==> config.mk <==
export PLATFORM = sky130hd
export DESIGN_NAME = os_psum_drain
export DESIGN_NICKNAME = d
export VERILOG_FILES = /design/src/rtl/os_psum_drain.sv
export SDC_FILE = /design/constraint.sdc
export NUM_CORES = 1
export LEC_CHECK = 0
export CORE_MARGIN = 10
export CORE_UTILIZATION = 45
export CTS_CLUSTER_DIAMETER = 200
export CTS_CLUSTER_SIZE = 24
export DETAILED_ROUTE_END_ITERATION = 8
export PLACE_DENSITY = 0.75
export SLEW_MARGIN = 20
export SYNTH_ARGS = -nofsm -noshare
export SYNTH_HDL_FRONTEND = slang
export SYNTH_SLANG_ARGS = --single-unit
==> constraint.sdc <==
create_clock -name clk -period 2.5 [get_ports clk]
set_input_delay 0.5 -clock clk [delete_from_list [all_inputs] [get_ports clk]]
set_output_delay 0.5 -clock clk [all_outputs]
set_load 0.1 [all_outputs]
==> src/rtl/os_psum_drain.sv <==
// Drains an output-stationary array one row at a time, formats each psum lane
// (shift, optional ReLU, saturate) and hands the row out over a valid/ready port.
module os_psum_drain #(
   parameter int col     = 8,
   parameter int row     = 8,
   parameter int psum_bw = 16,
   parameter int out_bw  = 8
) (
   input  logic                     clk,
   input  logic                     reset,
   input  logic                     start,
   input  logic                     relu_en,
   input  logic [2:0]               shift,
   output logic                     rd_en,
   output logic [$clog2(row)-1:0]   row_sel,
   input  logic [psum_bw*col-1:0]   psum_in,
   output logic                     out_valid,
   input  logic                     out_ready,
   output logic [out_bw*col-1:0]    out_data,
   output logic                     acc_clr,
   output logic                     busy,
   output logic                     done
);

   localparam int rw = $clog2(row);
   localparam logic [rw-1:0] last_row = rw'(row - 1);

   // Saturation bounds expressed at the widened (psum_bw+1) working width.
   localparam logic signed [psum_bw:0] sat_max =
      {{(psum_bw - out_bw + 2){1'b0}}, {(out_bw - 1){1'b1}}};
   localparam logic signed [psum_bw:0] sat_min =
      {{(psum_bw - out_bw + 2){1'b1}}, {(out_bw - 1){1'b0}}};

   typedef enum logic [2:0] {IDLE, ISSUE, CAPTURE, HOLD, FINISH} state_t;

   state_t                  state;
   logic [2:0]              shift_reg;
   logic                    relu_reg;
   logic [out_bw*col-1:0]   fmt_row;

   genvar gi;
   generate
      for (gi = 0; gi < col; gi++) begin : g_lane
         logic signed [psum_bw:0] ext;
         logic signed [psum_bw:0] shifted;
         logic [out_bw-1:0]       lane;

         assign ext     = $signed({psum_in[psum_bw*(gi+1)-1], psum_in[psum_bw*gi +: psum_bw]});
         assign shifted = ext >>> shift_reg;
         assign lane    = (relu_reg && shifted[psum_bw]) ? '0 :
                          (shifted > sat_max)            ? sat_max[out_bw-1:0] :
                          (shifted < sat_min)            ? sat_min[out_bw-1:0] :
                                                           shifted[out_bw-1:0];
         assign fmt_row[out_bw*gi +: out_bw] = lane;
      end
   endgenerate

   always_ff @(posedge clk) begin
      if (!reset) begin
         state     <= IDLE;
         rd_en     <= 1'b0;
         row_sel   <= '0;
         out_valid <= 1'b0;
         out_data  <= '0;
         acc_clr   <= 1'b0;
         busy      <= 1'b0;
         done      <= 1'b0;
         shift_reg <= 3'd0;
         relu_reg  <= 1'b0;
      end else begin
         rd_en   <= 1'b0;
         acc_clr <= 1'b0;
         done    <= 1'b0;
         case (state)
            IDLE: begin
               if (start) begin
                  state     <= ISSUE;
                  rd_en     <= 1'b1;
                  row_sel   <= '0;
                  busy      <= 1'b1;
                  shift_reg <= shift;
                  relu_reg  <= relu_en;
               end
            end
            ISSUE: state <= CAPTURE;
            CAPTURE: begin
               // psum_in is valid here, one cycle after the rd_en strobe.
               out_data  <= fmt_row;
               out_valid <= 1'b1;
               state     <= HOLD;
            end
            HOLD: begin
               if (out_ready) begin
                  out_valid <= 1'b0;
                  if (row_sel == last_row) begin
                     state   <= FINISH;
                     acc_clr <= 1'b1;
                     done    <= 1'b1;
                  end else begin
                     row_sel <= row_sel + rw'(1);
                     rd_en   <= 1'b1;
                     state   <= ISSUE;
                  end
               end
            end
            FINISH: begin
               state <= IDLE;
               busy  <= 1'b0;
            end
            default: state <= IDLE;
         endcase
      end
   end

endmodule

Word level (Yosys, flattened, before mapping)
Index checks and enable logic that the tools add are counted.
Operators by class
  $add $sub $neg: 1
  order comparisons: 16
  equal/unequal tests: 8
  shift operators: 8
  muxes and demuxes: 41
  reduce and logical (&&, ||, !) cells: 18
Operators by type and width (number)
  2-to-1 mux 8 bit: 24
  greater-than comparator 17 x 8 -> 1 bit, second input constant: 8
  less-than comparator 17 x 8 -> 1 bit, second input constant: 8
  >>> shifter 16 x 3 -> 17 bit: 8
  2-to-1 mux 3 bit: 6
  case mux 3 bit (4 select lines): 1
  logical AND 1 bit: 8
  AND reduction 2 bit: 4
  equality test 3 x 2 -> 1 bit, second input constant: 2
  equality test 3 bit, second input constant: 2
  2-to-1 mux 1 bit: 6
  != test 2 bit, second input constant: 3
  case mux 1 bit (2 select lines): 3
  case mux 3 bit (2 select lines): 1
  nonzero test 2 bit: 3
  AND reduction 4 bit: 1
  adder 3 x 1 -> 3 bit, second input constant: 1
  equality test 3 x 1 -> 1 bit, second input constant: 1
  zero test 3 bit: 1
  AND reduction 3 bit: 1
Storage, ports and cells
  bits in registers: 78
  bits of input ports: 136
  logic and storage cells: 101

Depth between registers and ports, before layout
  word-level depth: 5
  depth in mapped cells: 11
  mapped depth without buffers: 6

Worst setup path after synthesis
OpenSTA, ideal clock, no wires.
  path kind: register to register
  start point: register shift_reg[1]
  end point: register out_data[17]
  library setup time: 122 ps
  data arrival time: 1981 ps
  required time: 2378 ps
  path slack: 397 ps
  stages on the path, launching flop included: 9
  buffers on the path: 4
  clock period less this slack: 2103 ps
  path through: dfxtp_1 buf_6 buf_6 buf_6 buf_2 mux4_2 nand2_1 a21oi_1 a221o_1
Between the ends
  cells in the longest elaborated chain, start to end: 5
  elaborated cells on any way between the ends: 7
  those cells by class: order compare: 2; shift: 1; mux: 3; reduce/logical: 1
RTL lines
  start, declared: line 37  | logic [2:0] shift_reg;
  start signal, assigned: line 81  | shift_reg <= shift;
  >>> shifter 16 x 3 -> 17 bit (*): line 49  | assign shifted = ext >>> shift_reg;
  less-than comparator 17 x 8 -> 1 bit: line 52  | (shifted < sat_min) ? sat_min[out_bw-1:0] :
  2-to-1 mux 8 bit: line 52
  2-to-1 mux 8 bit: line 51  | (shifted > sat_max) ? sat_max[out_bw-1:0] :
  2-to-1 mux 8 bit (*): line 50  | assign lane = (relu_reg && shifted[psum_bw]) ? '0 :
  end signal, assigned: line 88  | out_data <= fmt_row;
  end, declared: line 19  | output logic [out_bw*col-1:0] out_data,
Mark *: on every way between the ends. The rest lies on a longest branch, timed or not.
A chain may end at the register's enable or synchronous reset.

Worst setup path after layout
  start point: register shift_reg[1]
  end point: register out_data[4]
The elaborated chain is that of the path after synthesis.

==> impl_results.md <==
* Clk_lat worst skew at 350 ps
* Final Power at approximately 5500 uW
* Simple-gate share of the synthesized area at 15.2%
* Crit path arrival time at between 2000 and 3000 ps
* Max IR drop VDD at 0.325 mV
* # setup viols final at 0
* Yosys warnings at 0
* Status: finished clean
* Die area at 22,900 sq um
* DRT Pass-1 Iters at 5
* Clock Pin Slew Worst Setup and Hold Paths at 70 ps
* Setup_tns at 0 ps
* Vias in the first global route at a little over 8,000
* CTS sink count at 78
* Synth Area in Adders at 0.322%
* DRC Markers at 0
* Hold Vio Cnt, Final at 0
* Setup skew after layout at approximately 7.8 ps
* Synth Flop Type: dfxtp_1
* Top reg by flops: out_data
* H-tree depth at 3
* Worst min path class: register to register
* # placed instances at 1,337
* Final HPWL DP at ~21 mm
* P per Cell Area at about 510 nW/um^2
* IO buf count at 207
* Synth cell types at 67
* Max-slew headroom at 30.8%
* Synth Cell Area at 7760 sq um
* Number of synthesized flops with an enable pin at 0
* Synth Area in Compound Gates at a little over a quarter
* Seq/Total Area, Yosys at between 20 and 25%
* Vias at a little over 8,000
* Xor/xnor share of the synthesized area at 0%
* Antenna viol nets, final at 0
* Row Count at 47
* Via density at 6.03
* Wire per inst at 20.0 um
* CP Class: register to register
* Async set-reset flop share out of synthesis at 0%
* Wirelength, routed at 27.1 mm
* Die span in y at 151 um
* Slew Viols, Final at 0
* Post-route insts no fill at 1,358
* Final Util at 64.5%
* GR Overflow Total at 0
* Highest Clock Rate at 0.428 GHz
* Post-Syn Nets at slightly above 1,000
* Fin crit share at between 90% and 100%
* Clk buf depth at 2
* Mapped Cells at 868
* Area grow syn2layout at 39.2%
* Die X at 151 um
* RSZ-0062 raised after global routing: false
* Initial antenna violation count at 3
* Seq cells post-synth at around 80
* Largest family of logic cells by synthesized area: multiplexers
* CTS tree: done
* Overall routing resource usage at approximately 23%
* Number of CTS-inserted buffers at 9
* Root Buffer: clkbuf_16
* CP startpoint kind: register
* Largest net degree at the start of global routing at 51
* IO Count at 208
* Max reg flops at 64
* Final Net Count at 1,270
* Global-route wire length before repair at between 40 and 50 mm
* Placer Congestion at 0.885
* Period minus WS final at ~2300 ps
* Leak Pwr at 0.00420 uW
* DRT iter0 DRCs at 746
* Slew @ Worst Pin at 1040 ps
* Layout cell share with drive strength beyond 1 at between 20% and 30%
* Max Cap Violations at 0
* Core area at 16,800 sq um
* Multiplexer share of the synthesized area at 30.8%
* Post-Syn Area per Cell at 8.95 sq um
* Initial Util at a little under half
* Crit Path Max Fanout at 23
* Worst Setup End Kind: register
* WHS at 454 ps
* Data required, critical path at 2740 ps
## what timing repair did
action                                  CTS  global route
buffers inserted                          0             4
gates resized for setup                   0             1
hold endpoints to repair                  0             0
hold buffers                              0             0
endpoints found under the setup margin    0            24
## metrics by stage
stage / worst slack, ps / instance area (sq um)
final: 162 / 10800
after global routing: 21.1 / 10800
after CTS: 75.6 / 10800
after detailed placement: -149 / 10500
after global placement: -109 / 10500
after floorplan: 397 / 7760
## per-layer routing
layer,global-route usage [%],part of all wire [%]
met1,29.1,41
met4,6.93,1.7
met2,37.4,49
met3,5.67,8.2
met5,0,0.11
## cell usage after synthesis, drive strengths merged (2+ instances only)
| library cell | count | area [sq um] |
|---|---|---|
| nor4 | 2 | 12.5 |
| o211ai | 7 | 52.6 |
| a31oi | 15 | 93.8 |
| o21bai | 2 | 15.0 |
| and3 | 5 | 31.3 |
| a32o | 6 | 60.1 |
| nor3 | 15 | 95.1 |
| o31ai | 3 | 22.5 |
| nand3b | 2 | 15.0 |
| nor2 | 70 | 275 |
| a21o | 2 | 15.0 |
| nor3b | 8 | 60.1 |
| inv | 16 | 62.6 |
| o21ai | 31 | 159 |
| nor2b | 6 | 37.5 |
| clkbuf | 21 | 78.8 |
| nand2b | 4 | 25.0 |
| a221oi | 5 | 43.8 |
| buf | 55 | 392 |
| or2 | 2 | 12.5 |
| a22o | 8 | 70.1 |
| mux4 | 62 | 1400 |
| ha | 2 | 25.0 |
| a22oi | 6 | 45.0 |
| nand2 | 127 | 477 |
| and2 | 7 | 43.8 |
| a221o | 45 | 450 |
| dfxtp | 78 | 1560 |
| a211oi | 5 | 37.5 |
| o41ai | 5 | 119 |
| a2111oi | 5 | 119 |
| mux2 | 24 | 270 |
| a311oi | 5 | 56.3 |
| mux2i | 72 | 724 |
| a211o | 4 | 35.0 |
| o32ai | 2 | 36.3 |
| nand3 | 12 | 60.1 |
| a21oi | 102 | 529 |
| o22ai | 10 | 62.6 |
## cell families (layout without fill, tap and decap cells)
| logic type | Yosys count | in the layout |
|---|---|---|
| adder cells (fa/ha/maj) | 2 | 2 |
| AND/OR/NAND/NOR | 264 | 264 |
| AO/OA/AOI/OAI | 274 | 274 |
| buffers and inverters | 92 | 361 |
| other | 0 | 1 |
| multiplexers | 158 | 158 |
| flip-flops | 78 | 78 |
## area by class of cell
class,count,area (sq um)
flip-flops and latches,78,1570
well taps,220,275
fillers,1425,5950
multi-input cells,698,5680
inverters,16,62.6
diodes,1,2.50
clock inverters,6,68.8
clock buffers,10,229
repair buffers,329,2920
## cells in the final DEF, fill, tap and decap left out, types with 5 or more instances in the layout
cell type / count
buf_4: 185
nand3_1: 12
nor2b_1: 6
a31oi_1: 15
mux2i_1: 71
nor3_1: 11
a21oi_2: 5
dfxtp_1: 75
buf_12: 9
mux2_2: 24
a32o_1: 6
mux4_2: 62
clkdlybuf4s50_1: 135
inv_1: 14
a211oi_1: 5
nand2_1: 127
and3_1: 5
a21oi_1: 97
o21ai_0: 29
nor2_1: 65
a22o_1: 8
o22ai_1: 10
clkbuf_16: 9
o211ai_1: 7
a22oi_1: 6
a221o_1: 45
a221oi_1: 5
and2_1: 6
nor3b_1: 8
## power by group
part           switching (uW)  internal, uW  total (uW)
Clock                     596           784        1380
Combinational            1670          1060        2730
Sequential               86.2          1350        1440
## worst max-delay path, cell delays in order, from the launching register on
cell	delay, ps
dfxtp_4	500
buf_12	230
mux4_2	520
nor2_1	120
nor2_1	80
a2111oi_4	340
nor3_2	150
a221o_1	280
## path summary, 6_finish.rpt
| check | start | to | slack (ps) | depth (start not counted) |
|---|---|---|---|---|
| setup / recovery | shift_reg[1]$_SDFFE_PN0P_ | out_data[4]$_SDFFE_PN0P_ | 160 | 7 |
| hold / removal | out_data[11]$_SDFFE_PN0P_ | out_data[11]$_SDFFE_PN0P_ | 450 | 2 |
| setup reg to reg | shift_reg[1]$_SDFFE_PN0P_ | out_data[4]$_SDFFE_PN0P_ | 160 | 7 |
| hold reg to reg | out_data[11]$_SDFFE_PN0P_ | out_data[11]$_SDFFE_PN0P_ | 450 | 2 |
Power figures use the tool's default switching activity.
